--- config.mk ---
export PLATFORM = sky130hd
export DESIGN_NAME = div_unit_flat
export DESIGN_NICKNAME = d
export VERILOG_FILES = /design/src/rtl/div_unit_pkg.sv /design/src/rtl/div_unit_if.sv /design/src/rtl/div_unit_sign_fix.sv /design/src/rtl/div_unit.sv /design/src/flat_wrapper.sv
export SDC_FILE = /design/constraint.sdc
export NUM_CORES = 1
export LEC_CHECK = 0
export ABC_AREA = 0
export ABC_CLOCK_PERIOD_IN_PS = 5300
export CAP_MARGIN = 30
export CORE_ASPECT_RATIO = 1.25
export CORE_MARGIN = 2
export CORE_UTILIZATION = 30
export CTS_CLUSTER_DIAMETER = 100
export DETAILED_ROUTE_END_ITERATION = 10
export HOLD_SLACK_MARGIN = 0.02
export PLACE_DENSITY = 0.55
export SYNTH_ARGS = -nofsm -noshare
export SYNTH_HDL_FRONTEND = slang
export SYNTH_SLANG_ARGS = --single-unit
--- constraint.sdc ---
create_clock -name clk -period 5.3 [get_ports clk]
set_input_delay 1.06 -clock clk [delete_from_list [all_inputs] [get_ports clk]]
set_output_delay 1.06 -clock clk [all_outputs]
set_load 0.005 [all_outputs]
--- src/rtl/div_unit_pkg.sv ---
// div_unit_pkg: shared state encodings, iteration count and execute-stage op codes for the divider.
package div_unit_pkg;
   localparam int DIV_ITERATIONS = 32;
   localparam logic [7:0] EXE_DIV_OP = 8'b0001_1010;
   localparam logic [7:0] EXE_DIVU_OP = 8'b0001_1011;
   typedef enum logic [1:0] {DIV_IDLE, DIV_BUSY, DIV_DONE} div_state_e;
endpackage

--- src/rtl/div_unit_if.sv ---
// div_unit_if: request/response bundle between the execute stage (master) and the divider (slave).
interface div_unit_if #(parameter int DATA_W = 32);
   logic start, signed_div, annul, busy, ready;
   logic [DATA_W-1:0] opdata1, opdata2;
   logic [2*DATA_W-1:0] result;
   modport master (output start, signed_div, opdata1, opdata2, annul, input busy, ready, result);
   modport slave (input start, signed_div, opdata1, opdata2, annul, output busy, ready, result);
endinterface

--- src/rtl/div_unit_sign_fix.sv ---
// div_unit_sign_fix: conditional two's-complement negation of a value pair.
// Negation is its own inverse, so one block serves both abs-in and signed-out.
module div_unit_sign_fix #(parameter int W = 32) (
   input  logic [W-1:0] a,
   input  logic [W-1:0] b,
   input  logic         neg_a,
   input  logic         neg_b,
   output logic [W-1:0] y_a,
   output logic [W-1:0] y_b
);
   assign y_a = neg_a ? -a : a;
   assign y_b = neg_b ? -b : b;
endmodule

--- src/rtl/div_unit.sv ---
// div_unit: multi-cycle radix-2 restoring DIV/DIVU returning {remainder, quotient}.
// Define DIV_FAST_PATH_EN to short-circuit operations where |dividend| < |divisor|.
module div_unit
   import div_unit_pkg::*;
#(parameter int DATA_W = DIV_ITERATIONS) (
   input logic        clk,
   input logic        resetn,
   div_unit_if.slave  bus
);
   localparam int CW = $clog2(DATA_W);
   div_state_e state_q, state_d;
   logic [CW-1:0] cnt_q, cnt_d;
   logic [DATA_W-1:0] rem_q, rem_d, dvd_q, dvd_d, dvs_q, dvs_d;
   logic qneg_q, qneg_d, rneg_q, rneg_d;
   logic [2*DATA_W-1:0] result_q, result_d;
   logic ready_q, ready_d, busy_q, busy_d;
   logic sg1, sg2, ge;
   logic [DATA_W-1:0] abs1, abs2, q_next, r_next, q_fix, r_fix;
   logic [DATA_W:0] shifted;
   logic [DATA_W+1:0] trial;
   assign sg1 = bus.signed_div & bus.opdata1[DATA_W-1];
   assign sg2 = bus.signed_div & bus.opdata2[DATA_W-1];
   div_unit_sign_fix #(.W(DATA_W)) u_abs (
      .a(bus.opdata1), .b(bus.opdata2), .neg_a(sg1), .neg_b(sg2), .y_a(abs1), .y_b(abs2));
   div_unit_sign_fix #(.W(DATA_W)) u_fix (
      .a(q_next), .b(r_next), .neg_a(qneg_q), .neg_b(rneg_q), .y_a(q_fix), .y_b(r_fix));
   // Partial remainder stays below the divisor, so a restored value always fits in DATA_W bits.
   assign shifted = {rem_q, dvd_q[DATA_W-1]};
   assign trial = {1'b0, shifted} - {2'b0, dvs_q};
   assign ge = ~trial[DATA_W+1];
   assign r_next = ge ? trial[DATA_W-1:0] : shifted[DATA_W-1:0];
   assign q_next = {dvd_q[DATA_W-2:0], ge};
   always_comb begin
      state_d = state_q;
      cnt_d = cnt_q;
      rem_d = rem_q;
      dvd_d = dvd_q;
      dvs_d = dvs_q;
      qneg_d = qneg_q;
      rneg_d = rneg_q;
      result_d = result_q;
      unique case (state_q)
         DIV_IDLE: if (bus.start && !bus.annul) begin
            qneg_d = sg1 ^ sg2;
            rneg_d = sg1;
            dvd_d = abs1;
            dvs_d = abs2;
            rem_d = '0;
            cnt_d = '0;
            state_d = DIV_BUSY;
            if (bus.opdata2 == '0) begin
               state_d = DIV_DONE;
               result_d = '0;
            end
`ifdef DIV_FAST_PATH_EN
            else if (abs1 < abs2) begin
               state_d = DIV_DONE;
               result_d = {bus.opdata1, {DATA_W{1'b0}}};
            end
`else
`endif
         end
         DIV_BUSY: begin
            rem_d = r_next;
            dvd_d = q_next;
            cnt_d = cnt_q + 1'b1;
            if (bus.annul) state_d = DIV_IDLE;
            else if (cnt_q == CW'(DATA_W-1)) begin
               state_d = DIV_DONE;
               result_d = {r_fix, q_fix};
            end
         end
         default: state_d = DIV_IDLE;
      endcase
      busy_d = state_q != DIV_IDLE;
      ready_d = state_q == DIV_DONE;
   end
   always_ff @(posedge clk or negedge resetn) begin
      if (!resetn) begin
         state_q <= DIV_IDLE;
         cnt_q <= '0;
         rem_q <= '0;
         dvd_q <= '0;
         dvs_q <= '0;
         qneg_q <= 1'b0;
         rneg_q <= 1'b0;
         result_q <= '0;
         ready_q <= 1'b0;
         busy_q <= 1'b0;
      end else begin
         state_q <= state_d;
         cnt_q <= cnt_d;
         rem_q <= rem_d;
         dvd_q <= dvd_d;
         dvs_q <= dvs_d;
         qneg_q <= qneg_d;
         rneg_q <= rneg_d;
         result_q <= result_d;
         ready_q <= ready_d;
         busy_q <= busy_d;
      end
   end
   assign bus.busy = busy_q;
   assign bus.ready = ready_q;
   assign bus.result = result_q;
endmodule

--- src/flat_wrapper.sv ---
// flat-port wrapper written by rule: the top's interface ports become plain ports
module div_unit_flat import div_unit_pkg::*;
#(parameter int DATA_W = DIV_ITERATIONS)
  (clk, resetn, bus_start, bus_signed_div, bus_opdata1, bus_opdata2, bus_annul, bus_busy, bus_ready, bus_result);
  div_unit_if #(.DATA_W(DATA_W)) bus_i ();
  input logic clk;
  input logic resetn;
  input wire logic [$bits(bus_i.start)-1:0] bus_start;
  input wire logic [$bits(bus_i.signed_div)-1:0] bus_signed_div;
  input wire logic [$bits(bus_i.opdata1)-1:0] bus_opdata1;
  input wire logic [$bits(bus_i.opdata2)-1:0] bus_opdata2;
  input wire logic [$bits(bus_i.annul)-1:0] bus_annul;
  output wire logic [$bits(bus_i.busy)-1:0] bus_busy;
  output wire logic [$bits(bus_i.ready)-1:0] bus_ready;
  output wire logic [$bits(bus_i.result)-1:0] bus_result;
  assign bus_i.start = bus_start;
  assign bus_i.signed_div = bus_signed_div;
  assign bus_i.opdata1 = bus_opdata1;
  assign bus_i.opdata2 = bus_opdata2;
  assign bus_i.annul = bus_annul;
  assign bus_busy = bus_i.busy;
  assign bus_ready = bus_i.ready;
  assign bus_result = bus_i.result;
  div_unit #(.DATA_W(DATA_W)) u_core (.clk(clk), .resetn(resetn), .bus(bus_i));
endmodule
==> metrics <==
status=complete, no violations; Critical path origin=u_core.rem_q[7]; ANT nets after route=0; commonest cells after routing, fill and taps aside=nand2_1, o21ai_0, dfrtp_1; fillcell total=4065; worst r2r src=u_core.rem_q[7]; Post-CTS Resized=0; Port Buffers=134; Vias=10900; Leak=6.04 nW; number of clock sinks=171; endpoints failing hold=0; final worst path period need=4970 ps; Final #Nets=1632; CP Data Required Time=5640 ps; 1st-pass router iterations=5; top cell type's share of synthesized area=0.364; Synth Net Count=1520; CTS tree=done; Inserted Diodes=0; Starting Density=0.302; final core occ=0.369; layout cells sized above 1=0.0657; post-synth top area cell=dfrtp_1; CP arrival=5310 ps; count of pins over their slew limit=0; Via density=5.38; Residual DRC=0; Yosys reg bits=171; setup bufs post-CTS=0; Max-cap violations=0; first-pass GRT wire length=61900 um; GRT overflow=0; final WL=39000 um; CTS H-Tree Depth=4; worst slew pin tran=1020 ps; Synth warnings=0; most used flip-flop cell after synthesis=dfrtp_1; core area=38900 um^2; Syn Area/Cell=8.32 um^2; TNS Setup=0 ps; EDFF count, synth=0; final instance area=14400 um^2; Worst Setup End Kind=flip-flop; VDD IR-drop max=0.324 mV; cts hold-fix bufs=0; Placed Instance Area=13700 um^2; post-DR wirelength/cell=19.2 um; CTS Buffer Depth=2; total CTS buffers=17; die height=225 um; DP HPWL=29900 um; Setup Viol. Count Final=0; Cells after Synth=1412; initial antenna violation count=0; row cnt=81; Distinct cells, synth=77; clock slew at reported path FFs=70 ps; Max FO, Critical Path=9; Syn Std Cell Area=11700 um^2; relative slew slack=0.322; max frequency=201 MHz; CTS root buf=clkbuf_16; Seq/Total Area, Yosys=0.364; Tot GR Track Use=0.195; full die area=40800 um^2; clk_skew=17.7 ps; most area-consuming cells after synthesis=dfrtp_1, o21ai_0, nand2_1, xor2_1, xnor2_1; synthesis-to-layout area growth=22.3%; Tot Pwr=9.07 mW; RSZ-0062 raised after global routing=no; share of synthesized registers carrying an async set or reset=1.00; Min-Delay Path Class=input pin to asynchronous set/reset pin; largest net degree at the start of global routing=95; commonest non-fill, non-tap cell in the layout=nand2_1; Pwr per Cell Area=632 nW/um^2; crit start category=flip-flop; Die Span X=181 um; Worst Setup Path Type=flip-flop to flip-flop; RD Place Congestion=0.905; vias in the first global route=10700; DR iter-0 viols=715; I/O pins=135; fin crit share=0.937; worst skew pair latency=460 ps
## path summary, 6_finish.rpt
kind / endpoint / slack [ps] / depth (start not counted)
max in group asynchronous: u_core.dvd_q[15] / 4140 / 2
min in group clk: u_core.bus.result[36] / 480 / 2
max: u_core.bus.result[62] / 330 / 16
max reg2reg: u_core.bus.result[62] / 330 / 16
min: u_core.dvs_q[29] / 400 / 1
min reg2reg: u_core.bus.result[36] / 480 / 2
## metal layers
layer | routed length (um) | vias to the layer above | share of wire | global-route usage
met1 | 16700 | 5269 | 0.43 | 0.240
met3 | 1620 | 64 | 0.042 | 0.0322
met4 | 1310 | 0 | 0.034 | 0.0837
li1 | - | 5341 | - | -
met5 | 0 | - | 0 | 0
met2 | 19300 | 268 | 0.50 | 0.336
## per-stage QoR
stage          setup WS (ps)  instances  hold WS, ps
2_1_floorplan           87.8       1412          431
3_3_place_gp             440       2002          464
4_1_cts                  355       2034          483
6_report                 333       2035          398
5_1_grt                 48.6       2035          378
3_5_place_dp             356       2002          469
## cell type report
type	instances	area, um^2	share of cell area
Clock inverter	12	124	0.00863
Sequential cell	171	4280	0.298
Multi-Input combinational cell	1110	6980	0.486
Inverter	51	191	0.0133
Tap cell	498	623	0.0434
Clock buffer	20	467	0.0325
Timing Repair Buffer	173	1690	0.118
## logic make-up after synthesis
family | count (synthesis) | share of synthesized area
DFF | 171 | 0.364
adders and majority gates | 39 | 0.0422
buffers and inverters | 131 | 0.0430
and+or+nand+nor | 464 | 0.186
muxes | 22 | 0.0189
AOI/OAI and AO/OA | 449 | 0.244
xor gates and xnor gates | 136 | 0.101
## power by group
group / total (mW) / internal, mW / switching (mW)
registers: 2.00 / 1.59 / 0.403
logic: 5.78 / 2.16 / 3.62
clock network: 1.29 / 0.699 / 0.595
## critical path: stages, from the launching register on
cell	delay [ps]
dfrtp_1	460
ha_1	420
a21o_1	270
a221o_1	440
a211o_1	360
o211ai_2	150
nand3_2	150
o21ai_0	340
ha_1	220
nand3b_1	70
or4_1	460
or4b_4	550
o41ai_4	230
nand4_2	190
o41ai_2	280
xnor2_1	100
a22o_1	180
## state kept, by name, summed over array words and instances, names as in the netlist
register / cells
u_core.bus.result: 64
u_core.bus.busy: 1
u_core.dvs_q: 32
u_core.qneg_q: 1
u_core.bus.ready: 1
u_core.rem_q: 32
u_core.state_q: 2
u_core.cnt_q: 5
u_core.dvd_q: 32
u_core.rneg_q: 1
## cell usage after synthesis (38+ instances only)
library cell,count
nand2_1,196
o21ai_0,193
dfrtp_1,171
nor2_1,74
xor2_1,71
clkbuf_1,70
a21oi_1,66
xnor2_1,65
nand3_1,58
inv_1,50
ha_1,38
Power figures use the tool's default switching activity.
